[src/rtl/systolic_array_stream_ctrl_pkg.sv]
// Shared constants and state type for the systolic tile stream controller.
// Latency: n/a (declarations only).
// Backpressure: n/a.
package systolic_pkg;
  localparam int N            = 3;
  localparam int DW           = 8;
  localparam int ACC_W        = 16;
  localparam int K_W          = 8;
  localparam int DRAIN_CYCLES = 2*N-1;
  localparam int DRAIN_W      = $clog2(DRAIN_CYCLES+1);
  localparam int IN_W         = 2*N*DW;
  localparam int OUT_W        = N*N*ACC_W;
  localparam int PERF_W       = 32;

  typedef enum logic [2:0] {
    ST_IDLE    = 3'd0,
    ST_CLEAR   = 3'd1,
    ST_LOAD    = 3'd2,
    ST_DRAIN   = 3'd3,
    ST_CAPTURE = 3'd4,
    ST_OUT     = 3'd5
  } sa_ctrl_state_t;
endpackage

[src/rtl/systolic_array_stream_ctrl_perf.sv]
// Saturating tile/stall counters for the tile controller (present only with SA_CTRL_PERF_EN).
// Latency: counters update one cycle after the qualifying event.
// Backpressure: none; pure observers.
`ifdef SA_CTRL_PERF_EN
module sa_perf_counters
  import systolic_pkg::*;
(
  input  logic              clk,
  input  logic              rst,
  input  logic              i_tile_inc,
  input  logic              i_stall_inc,
  output logic [PERF_W-1:0] perf_tiles,
  output logic [PERF_W-1:0] perf_stalls
);
  logic [PERF_W-1:0] r_tiles;
  logic [PERF_W-1:0] r_stalls;

  // Count events, holding at all-ones instead of wrapping.
  always_ff @(posedge clk or posedge rst) begin
    if (rst) begin
      r_tiles  <= '0;
      r_stalls <= '0;
    end else begin
      if (i_tile_inc && (r_tiles != '1))
        r_tiles <= r_tiles + PERF_W'(1);
      if (i_stall_inc && (r_stalls != '1))
        r_stalls <= r_stalls + PERF_W'(1);
    end
  end

  assign perf_tiles  = r_tiles;
  assign perf_stalls = r_stalls;
endmodule
`endif

[src/rtl/systolic_array_stream_ctrl.sv]
// Sequences one NxN systolic tile: clear, K operand beats, drain, capture, emit one result beat.
// Latency: result valid K+8 cycles after the IDLE cycle that samples s_axis_valid (N=3).
// Backpressure: s_axis_ready only in LOAD; result held in OUT until m_axis_ready. Optional SA_CTRL_PERF_EN adds perf counters.
module systolic_array_stream_ctrl
  import systolic_pkg::*;
(
  input  logic              axi_clk,
  input  logic              axi_rst,
  input  logic [K_W-1:0]    cfg_k_len,
  input  logic              s_axis_valid,
  input  logic [IN_W-1:0]   s_axis_data,
  output logic              s_axis_ready,
  output logic              arr_clear,
  output logic              arr_en,
  output logic [N*DW-1:0]   arr_a,
  output logic [N*DW-1:0]   arr_b,
  input  logic [OUT_W-1:0]  arr_result,
  output logic              m_axis_valid,
  output logic [OUT_W-1:0]  m_axis_data,
  input  logic              m_axis_ready,
  output logic              busy
`ifdef SA_CTRL_PERF_EN
  ,
  output logic [PERF_W-1:0] perf_tiles,
  output logic [PERF_W-1:0] perf_stalls
`endif
);
  sa_ctrl_state_t     r_state;
  sa_ctrl_state_t     w_next;
  logic [K_W-1:0]     r_k_len;
  logic [K_W-1:0]     r_beat_cnt;
  logic [DRAIN_W-1:0] r_drain_cnt;
  logic               r_m_valid;
  logic [OUT_W-1:0]   r_m_data;
  logic               w_last_beat;
  logic               w_drain_done;

  assign w_last_beat  = (r_beat_cnt == (r_k_len - K_W'(1)));
  assign w_drain_done = (r_drain_cnt == DRAIN_W'(DRAIN_CYCLES-1));

  // State register.
  always_ff @(posedge axi_clk or posedge axi_rst) begin
    if (axi_rst) r_state <= ST_IDLE;
    else         r_state <= w_next;
  end

  // Next-state and array/stream strobes; operands are forwarded only on a real handshake.
  always_comb begin
    w_next       = r_state;
    s_axis_ready = 1'b0;
    arr_clear    = 1'b0;
    arr_en       = 1'b0;
    arr_a        = '0;
    arr_b        = '0;
    case (r_state)
      ST_IDLE: begin
        if (s_axis_valid && (cfg_k_len != '0)) w_next = ST_CLEAR;
      end
      ST_CLEAR: begin
        arr_clear = 1'b1;
        w_next    = ST_LOAD;
      end
      ST_LOAD: begin
        s_axis_ready = 1'b1;
        if (s_axis_valid) begin
          arr_en = 1'b1;
          arr_a  = s_axis_data[N*DW-1:0];
          arr_b  = s_axis_data[IN_W-1:N*DW];
          if (w_last_beat) w_next = ST_DRAIN;
        end
      end
      ST_DRAIN: begin
        arr_en = 1'b1;
        if (w_drain_done) w_next = ST_CAPTURE;
      end
      ST_CAPTURE: begin
        w_next = ST_OUT;
      end
      ST_OUT: begin
        if (m_axis_ready) w_next = ST_IDLE;
      end
      default: w_next = ST_IDLE;
    endcase
  end

  // Tile length latch plus beat and drain counters; both restart from zero every tile.
  always_ff @(posedge axi_clk or posedge axi_rst) begin
    if (axi_rst) begin
      r_k_len     <= '0;
      r_beat_cnt  <= '0;
      r_drain_cnt <= '0;
    end else begin
      case (r_state)
        ST_IDLE: begin
          r_beat_cnt  <= '0;
          r_drain_cnt <= '0;
          if (w_next == ST_CLEAR) r_k_len <= cfg_k_len;
        end
        ST_LOAD: begin
          if (s_axis_valid)
            r_beat_cnt <= w_last_beat ? '0 : r_beat_cnt + K_W'(1);
        end
        ST_DRAIN: begin
          r_drain_cnt <= w_drain_done ? '0 : r_drain_cnt + DRAIN_W'(1);
        end
        default: ;
      endcase
    end
  end

  // Result register: snapshot accumulators once, hold until the consumer takes the beat.
  always_ff @(posedge axi_clk or posedge axi_rst) begin
    if (axi_rst) begin
      r_m_valid <= 1'b0;
      r_m_data  <= '0;
    end else if (r_state == ST_CAPTURE) begin
      r_m_valid <= 1'b1;
      r_m_data  <= arr_result;
    end else if ((r_state == ST_OUT) && m_axis_ready) begin
      r_m_valid <= 1'b0;
    end
  end

  assign m_axis_valid = r_m_valid;
  assign m_axis_data  = r_m_data;
  assign busy         = (r_state != ST_IDLE);

`ifdef SA_CTRL_PERF_EN
  logic w_tile_inc;
  logic w_stall_inc;
  assign w_tile_inc  = (r_state == ST_OUT) && m_axis_ready;
  assign w_stall_inc = ((r_state == ST_LOAD) && !s_axis_valid) ||
                       ((r_state == ST_OUT)  && !m_axis_ready);

  sa_perf_counters u_perf (
    .clk         (axi_clk),
    .rst         (axi_rst),
    .i_tile_inc  (w_tile_inc),
    .i_stall_inc (w_stall_inc),
    .perf_tiles  (perf_tiles),
    .perf_stalls (perf_stalls)
  );
`endif
endmodule

[config.mk]
export PLATFORM = sky130hd
export DESIGN_NAME = systolic_array_stream_ctrl
export DESIGN_NICKNAME = d
export VERILOG_FILES = /design/src/rtl/systolic_array_stream_ctrl_pkg.sv /design/src/rtl/systolic_array_stream_ctrl_perf.sv /design/src/rtl/systolic_array_stream_ctrl.sv
export SDC_FILE = /design/constraint.sdc
export NUM_CORES = 1
export LEC_CHECK = 0
export BUFFER_PORTS_ARGS = -buffer_cell sky130_fd_sc_hd__clkbuf_2
export CORE_AREA = 2 2 158 160
export CTS_CLUSTER_SIZE = 40
export DETAILED_ROUTE_END_ITERATION = 10
export DIE_AREA = 0 0 160 162
export SLEW_MARGIN = 20
export SYNTH_ARGS = -nofsm -noshare
export SYNTH_HDL_FRONTEND = slang
export SYNTH_SLANG_ARGS = --single-unit
[constraint.sdc]
create_clock -name axi_clk -period 9.2 [get_ports axi_clk]
set_clock_uncertainty 0.05 [all_clocks]
set_input_delay 2.3 -clock axi_clk [delete_from_list [all_inputs] [get_ports axi_clk]]
set_output_delay 2.3 -clock axi_clk [all_outputs]
set_load 0.02 [all_outputs]
# == After elaboration in Yosys (flattened, before gate mapping) ==
# Index checks and enable logic that the tools add are counted.
# op_classes
add_sub_neg,3
mux,21
n_eq_ne,9
n_reduce_logical,10
# ops
operator,n
2-to-1 mux 24 bit,4
2-to-1 mux 3 bit,6
one-hot mux 3 bit (6 select lines),1
2-to-1 mux 8 bit,2
one-hot mux 8 bit (2 select lines),1
"== test 3 bit, second input constant",3
"adder 8 x 1 -> 8 bit, second input constant",1
== test 8 bit,1
nonzero test 8 bit,1
"subtractor 8 x 1 -> 8 bit, second input constant",1
"== test 3 x 1 -> 1 bit, second input constant",2
"== test 3 x 2 -> 1 bit, second input constant",2
one-hot mux 3 bit (2 select lines),1
nonzero test 2 bit,3
2-to-1 mux 1 bit,5
AND reduction 2 bit,2
"adder 3 x 1 -> 3 bit, second input constant",1
zero test 3 bit,1
nonzero test 3 bit,1
logical AND 1 bit,2
"inequality test 2 bit, second input constant",1
one-hot mux 1 bit (2 select lines),1
# word_totals
in_bits,204
register_bits,167

# == Depth between registers and ports, before layout ==
# Gate-level depths: netlist of the first run.
# logic_depth
word_depth,7
depth_mapped,9
ltp_nobuf,9

# == Worst setup path before layout of the first run ==
# OpenSTA, ideal clock, no wires.
# synth_path
path_kind,in2out
start,input port s_axis_valid
end,output port arr_a[23]
n_path_buf,1
path_slack_ps,3675
arrival_time_ps,3175
required_ps,6850
path_stages,4
path_cell_list,inv_1 -> nor3_1 -> clkbuf_1 -> and2_1
# synth_between
elab_chain_cells,2
# synth_lines
item,line_no,rtl
start: declaration,systolic_array_stream_ctrl.sv:10,"input logic s_axis_valid,"
2-to-1 mux 24 bit,systolic_array_stream_ctrl.sv:65,if (s_axis_valid) begin
2-to-1 mux 24 bit,systolic_array_stream_ctrl.sv:55,case (r_state)
end: declaration,systolic_array_stream_ctrl.sv:15,"output logic [N*DW-1:0] arr_a,"
# No other way between the ends.

# == Worst setup path in the final report of the first run ==
# layout_path
start,input port s_axis_valid
end,output port arr_a[10]
# Same word-level chain as after synthesis.

==> qor.json, run 1 <==
{
  "rsz0062_at_grt": "false",
  "min_path_cells": 1,
  "worstPathRequired_ns": 6.85,
  "fp.coreArea_mm2": 0.0241,
  "antenna_found_initial": 0,
  "floorplan.rows": 57,
  "stdcell_count": 1255,
  "worst-path-max-fanout": 50,
  "finalHoldViolCount": 0,
  "cts-root-to-sink-buffers": 2,
  "worst_ep_arrival_time_ns": 3.37,
  "outcome": "complete, no violations",
  "max_freq_mhz": 175,
  "start_util_pct": 29.5,
  "cap_violations": 0,
  "synth.ff_latch_count": 167,
  "floorplan.die.height_um": 162,
  "detail_route.first_pass.iterations": 4,
  "minimum_setup_slack_in_the_final_design_ns": 3.48,
  "worst_setup_path_category": "in -> out",
  "report.power.total_mw": 2.84,
  "drt-total-wl_um": 19400,
  "fin_crit_sh_pct": 62.1,
  "worstReg2RegEnd": "m_axis_data[131]$_DFFE_PP0P_",
  "n_antenna_cell": 0,
  "cts_repair_resize_count": 0,
  "grt_pass1_wl_um": 30400,
  "routed_via_density": 4.35,
  "synthesis.area_per_instance_um2": 13.7,
  "p_leak_nw": 5.32,
  "dr.first_iter.drc_count": 236,
  "grt_pass1_vias": 5587,
  "clkTransAtPathRegs_ns": 0.07,
  "yosys-top-cells-area": "sky130_fd_sc_hd__dfrtp_1, sky130_fd_sc_hd__mux2_2, sky130_fd_sc_hd__and2_1",
  "synth_top_area_cell": "sky130_fd_sc_hd__dfrtp_1",
  "die_area_mm2": 0.0259,
  "reg2reg_from": "r_state[1]$_DFF_PP0_",
  "numCtsBuffers": 17,
  "numPlacedInstances": 1223,
  "ant_nets": 0,
  "design.portCount": 401,
  "final_core_utilization_pct": 41.6,
  "timing.setup.tns_ns": 0,
  "critPathCaptureType": "output port",
  "drc": 0,
  "synth.distinct_cells": 45,
  "nFillCells": 2355,
  "grt_max_degree": 75,
  "vias": 5464,
  "leading_cell_types_in_the_layout_fill_and_taps_excluded": "sky130_fd_sc_hd__clkbuf_2, sky130_fd_sc_hd__dfrtp_1, sky130_fd_sc_hd__mux2_2",
  "cts.sink_count": 167,
  "worst_setup_path_start_kind": "primary input",
  "io_buffers": 400,
  "synth_sequential_area_ratio_pct": 58.9,
  "setup-violations-final": 0,
  "finalNetCount": 1126,
  "die-width_um": 160,
  "clk_latency_ns": 0.42,
  "net_count_of_the_mapped_netlist": 727,
  "hold_worst_path_end": "m_axis_data[27]$_DFFE_PP0P_",
  "max_slew_margin_pct": 36.2,
  "pre_cts_ws_ns": 3.50,
  "cts_root_buf": "sky130_fd_sc_hd__clkbuf_16",
  "post-dp-hpwl_um": 15000,
  "combined_area_of_the_multi_input_logic_cells_mm2": 0.00275,
  "finalMaxSlewViolations": 0,
  "area_growth_syn_to_layout_pct": 41.3,
  "regToRegSetupSlack_ns": 6.92,
  "hold_slack_ns": 0.457,
  "postSynthCellCount": 519,
  "drive_above_1_share_pct": 64.1,
  "p_per_area_mw_per_mm2": 283,
  "post-cts-setup-buffer-count": 0,
  "cts_hold_buffers": 0,
  "htreeDepth": 4,
  "cts_tree": "built",
  "register_area_mm2": 0.00418,
  "area_fraction_of_the_dominant_cell_type_after_synthesis_pct": 58.9,
  "synth_area_mm2": 0.00710,
  "placed_area_mm2": 0.00943,
  "hold_path_class": "reg -> reg",
  "wl_per_cell_um": 15.5,
  "crit_path_start": "s_axis_valid",
  "track_usage_pct": 14.8,
  "overflow": 0,
  "synth_edf_count": 0,
  "reg2reg_depth": 5,
  "worstHoldStart": "m_axis_data[27]$_DFFE_PP0P_",
  "design_area_mm2": 0.0100,
  "async_flop_share_pct": 100,
  "finalCriticalPeriod_ns": 5.72,
  "synth_warnings": 0,
  "maximum_vdd_drop_mv": 0.119,
  "worst_slew_pin_slew_ns": 0.957,
  "gpl.final_weighted_congestion": 0.750,
  "predominant_post_synthesis_flop_cell": "sky130_fd_sc_hd__dfrtp_1",
  "layout.cells.most_common": "sky130_fd_sc_hd__clkbuf_2"
}
## synth_stat cells, types with 2 or more instances
master / count
sky130_fd_sc_hd__dfrtp_1: 167
sky130_fd_sc_hd__and2_1: 48
sky130_fd_sc_hd__nand2b_1: 4
sky130_fd_sc_hd__a41oi_1: 2
sky130_fd_sc_hd__o21ai_0: 14
sky130_fd_sc_hd__nor2_1: 8
sky130_fd_sc_hd__a21o_1: 2
sky130_fd_sc_hd__xor2_1: 2
sky130_fd_sc_hd__nand3b_1: 2
sky130_fd_sc_hd__a21oi_1: 3
sky130_fd_sc_hd__ha_1: 4
sky130_fd_sc_hd__xnor2_1: 7
sky130_fd_sc_hd__nor3_1: 7
sky130_fd_sc_hd__nand3_1: 5
sky130_fd_sc_hd__a31oi_1: 4
sky130_fd_sc_hd__nor4_1: 2
sky130_fd_sc_hd__and3_1: 4
sky130_fd_sc_hd__buf_2: 13
sky130_fd_sc_hd__buf_4: 6
sky130_fd_sc_hd__mux2_2: 150
sky130_fd_sc_hd__nor2b_1: 2
sky130_fd_sc_hd__nand2_1: 24
sky130_fd_sc_hd__inv_1: 11
sky130_fd_sc_hd__clkbuf_1: 6
sky130_fd_sc_hd__o22ai_1: 2
## cell type report
type                    count  area share (%)
flip-flops and latches    167            41.7
well taps                 324            4.04
multi-input cells         315            27.4
inverters                  11           0.462
clock buffers              17            4.24
clock inverters            15            1.80
repair buffers            406            20.4
## flip-flops by register name, indices dropped and copies added (netlist names)
signal and count:
m_axis_data 144, r_drain_cnt 3, r_state 3, m_axis_valid 1, r_k_len 8, r_beat_cnt 8
## cell families after synthesis
kind of cell    after synthesis  share of synthesized area (%)
flops                       167                           58.9
mux                         151                           23.9
simple gates                114                           9.29
compound gates               37                           3.60
buf+inv                      37                           2.50
xor+xnor                      9                           1.11
fa+ha+maj                     4                          0.705
## layer usage
metal	vias to the layer above	wire (µm)	GRT usage [%]
met2	183	9720	24.4
li1	2609	-	-
met3	20	1340	5.44
met5	-	0	0
met1	2652	8110	18.5
met4	0	262	3.64
## worst max path at each step
stage	end	depth (start not counted)
finish	arr_a[10]	6
global route	arr_b[11]	6
CTS	arr_a[10]	6
detailed placement	arr_b[13]	6
global placement	arr_b[7]	6
floorplan	m_axis_data[0]$_DFFE_PP0P_	1
## worst max-delay path, cell delays in order
cell and delay, ns:
sky130_fd_sc_hd__clkbuf_2 0.11, sky130_fd_sc_hd__inv_1 0.06, sky130_fd_sc_hd__nor3_2 0.16, sky130_fd_sc_hd__buf_4 0.35
sky130_fd_sc_hd__and2_1 0.20, sky130_fd_sc_hd__clkbuf_2 0.17
## power breakdown
part           internal [mW]  switching [mW]  leakage [nW]
logic                  0.425           0.606          2.87
registers              0.947           0.153          2.15
clock network          0.368           0.343         0.294
Note: power is estimated with default switching activity, not from simulation.
==> inputs of run 2 (changes only) <==
==> constraint.sdc (replaced) <==
create_clock -name axi_clk -period 5.1 [get_ports axi_clk]
set_clock_uncertainty 0.05 [all_clocks]
set_input_delay 1.275 -clock axi_clk [delete_from_list [all_inputs] [get_ports axi_clk]]
set_output_delay 1.275 -clock axi_clk [all_outputs]
set_load 0.02 [all_outputs]
==> qor.json, run 2 (synthesized netlist as in run 1, its figures left out) <==
{
  "outcome": "complete, no violations",
  "worst-path-max-fanout": {"value": 50, "change": "unchanged"},
  "minimum_setup_slack_in_the_final_design": {"value": 1.43, "unit": "ns", "change": "-2.05 ns"},
  "timing.setup.tns": {"value": 0, "unit": "ns", "change": "unchanged"},
  "htreeDepth": {"value": 4, "change": "unchanged"},
  "maximum_vdd_drop": {"value": 0.194, "unit": "mV", "change": "+63%"},
  "antenna_found_initial": {"value": 0, "change": "unchanged"},
  "grt_max_degree": {"value": 168, "change": "+120%"},
  "finalNetCount": {"value": 1125, "change": "-0.089%"},
  "post-dp-hpwl": {"value": 13900, "unit": "µm", "change": "-7.4%"},
  "setup-violations-final": {"value": 0, "change": "unchanged"},
  "n_antenna_cell": {"value": 0, "change": "unchanged"},
  "vias": {"value": 5448, "change": "-0.29%"},
  "finalHoldViolCount": {"value": 0, "change": "unchanged"},
  "layout.cells.most_common": "sky130_fd_sc_hd__clkbuf_2",
  "overflow": {"value": 0, "change": "unchanged"},
  "die-width": {"value": 160, "unit": "µm", "change": "unchanged"},
  "cts_hold_buffers": {"value": 0, "change": "unchanged"},
  "cap_violations": {"value": 0, "change": "unchanged"},
  "wl_per_cell": {"value": 14.8, "unit": "µm", "change": "-4.2%"},
  "gpl.final_weighted_congestion": {"value": 0.806, "change": "+7.4%"},
  "cts_root_buf": "sky130_fd_sc_hd__clkbuf_16",
  "final_core_utilization": {"value": 41.5, "unit": "%", "change": "-0.12 points"},
  "detail_route.first_pass.iterations": {"value": 4, "change": "unchanged"},
  "clkTransAtPathRegs": {"value": 0.07, "unit": "ns", "change": "about the same"},
  "dr.first_iter.drc_count": {"value": 229, "change": "-3.0%"},
  "floorplan.die.height": {"value": 162, "unit": "µm", "change": "unchanged"},
  "die_area": {"value": 0.0259, "unit": "mm²", "change": "unchanged"},
  "track_usage": {"value": 14.1, "unit": "%", "change": "-0.71 points"},
  "grt_util_met1": {"value": 17.5, "unit": "%", "change": "-1.0 points"},
  "combined_area_of_the_multi_input_logic_cells": {"value": 0.00275, "unit": "mm²", "change": "unchanged"},
  "area_growth_syn_to_layout_pct": 40.9,
  "ant_nets": {"value": 0, "change": "unchanged"},
  "start_util": {"value": 29.5, "unit": "%", "change": "unchanged"},
  "fp.coreArea": {"value": 0.0241, "unit": "mm²", "change": "unchanged"},
  "register_area": {"value": 0.00418, "unit": "mm²", "change": "unchanged"},
  "grtUsageMet3": {"value": 4.24, "unit": "%", "change": "-1.2 points"},
  "worst_slew_pin_slew": {"value": 0.945, "unit": "ns", "change": "-0.0116 ns"},
  "rsz0062_at_grt": "false",
  "hold_path_class": "reg -> reg",
  "finalMaxSlewViolations": {"value": 0, "change": "unchanged"},
  "design.portCount": {"value": 401, "change": "unchanged"},
  "worst_ep_arrival_time": {"value": 2.34, "unit": "ns", "change": "-1.03 ns"},
  "cts-root-to-sink-buffers": {"value": 2, "change": "unchanged"},
  "numPlacedInstances": {"value": 1222, "change": "-0.082%"},
  "io_buffers": {"value": 400, "change": "unchanged"},
  "grt_pass1_vias": {"value": 5500, "change": "-1.6%"},
  "post-cts-setup-buffer-count": {"value": 0, "change": "unchanged"},
  "nFillCells": {"value": 2371, "change": "+0.68%"},
  "clk_latency": {"value": 0.41, "unit": "ns", "change": "about the same"},
  "finalCriticalPeriod_ns": 3.67,
  "drive_above_1_share": {"value": 64.0, "unit": "%", "change": "-0.077 points"},
  "pre_cts_ws": {"value": 1.44, "unit": "ns", "change": "-2.05 ns"},
  "worstPathRequired": {"value": 3.77, "unit": "ns", "change": "-3.08 ns"},
  "floorplan.rows": {"value": 57, "change": "unchanged"},
  "p_leak": {"value": 5.29, "unit": "nW", "change": "-0.46%"},
  "routed_via_density": {"value": 4.35, "change": "-0.13%"},
  "drc": {"value": 0, "change": "unchanged"},
  "worst_setup_path_start_kind": "primary input",
  "stdcell_count": {"value": 1253, "change": "-0.16%"},
  "leading_cell_types_in_the_layout_fill_and_taps_excluded": "sky130_fd_sc_hd__clkbuf_2, sky130_fd_sc_hd__dfrtp_1, sky130_fd_sc_hd__mux2_2",
  "max_slew_margin": {"value": 36.8, "unit": "%", "change": "+0.62 points"},
  "cts_repair_resize_count": {"value": 0, "change": "unchanged"},
  "fin_crit_sh_pct": 71.9,
  "critPathCaptureType": "output port",
  "drt-total-wl": {"value": 18600, "unit": "µm", "change": "-4.4%"},
  "cts.sink_count": {"value": 167, "change": "unchanged"},
  "max_freq_mhz": 273,
  "largest_register_ff_count": {"value": 144, "change": "unchanged"},
  "p_per_area": {"value": 506, "unit": "mW/mm²", "change": "+79%"},
  "use_met2": {"value": 23.8, "unit": "%", "change": "-0.59 points"},
  "cts_tree": "built",
  "worst_setup_path_category": "in -> out",
  "global_routing_s_busiest_layer": "met2",
  "grt_pass1_wl": {"value": 29100, "unit": "µm", "change": "-4.3%"},
  "numCtsBuffers": {"value": 17, "change": "unchanged"}
}
run 2: cell types whose count changed in the layout (fill, tap and decap cells not counted):
cell / delta
sky130_fd_sc_hd__inv_8: +1
sky130_fd_sc_hd__clkinv_4: -2
sky130_fd_sc_hd__clkinv_8: -5
sky130_fd_sc_hd__inv_6: +2
sky130_fd_sc_hd__buf_4: -3
sky130_fd_sc_hd__buf_12: +2
sky130_fd_sc_hd__clkinvlp_4: +3
run 2: metrics by stage:
stage	power (mW)	hold WS [ns]	instance area, µm²
6_report	5.07	0.455	10000
2_1_floorplan	3.21	0.439	7100
3_5_place_dp	3.88	0.444	9440
5_1_grt	5.37	0.466	10000
3_3_place_gp	3.85	0.438	9440
4_1_cts	5.15	0.460	10000
run 2: layout make-up:
class,count,share of cell area (%)
Timing Repair Buffer,405,20.6
Multi-Input combinational cell,315,27.5
Tap cell,324,4.05
Clock inverter,14,1.34
Sequential cell,167,41.8
Clock buffer,17,4.25
Inverter,11,0.450
run 2: layer usage:
layer  vias up  wire length, µm  part of all wire (%)
li1       2606                -                     -
met1      2647             7730                    42
met2       188             9370                    50
met3         7             1330                   7.1
met4         0              167                  0.90
met5         -                0                     0
run 2: power breakdown:
part,switching (mW),internal (mW),leakage (nW)
Combinational,1.08,0.769,2.87
Clock,0.590,0.646,0.272
Sequential,0.271,1.71,2.15
run 2: path summary, 6_finish.rpt:
kind	start	end	slack, ns	cells past startpoint
worst min-delay path	m_axis_data[36]$_DFFE_PP0P_	m_axis_data[36]$_DFFE_PP0P_	0.46	1
max in group asynchronous	axi_rst	r_beat_cnt[6]$_DFFE_PP0P_	3.26	3
worst max register to register	r_state[1]$_DFF_PP0_	m_axis_data[90]$_DFFE_PP0P_	2.47	5
min in group asynchronous	axi_rst	m_axis_data[104]$_DFFE_PP0P_	1.06	3
worst max-delay path	s_axis_valid	arr_a[13]	1.43	6
worst min register to register	m_axis_data[36]$_DFFE_PP0P_	m_axis_data[36]$_DFFE_PP0P_	0.46	1
run 2: worst max-delay path: stages:
cell,delay [ns]
sky130_fd_sc_hd__clkbuf_2,0.11
sky130_fd_sc_hd__inv_1,0.07
sky130_fd_sc_hd__nor3_2,0.16
sky130_fd_sc_hd__buf_4,0.36
sky130_fd_sc_hd__and2_1,0.19
sky130_fd_sc_hd__clkbuf_2,0.17
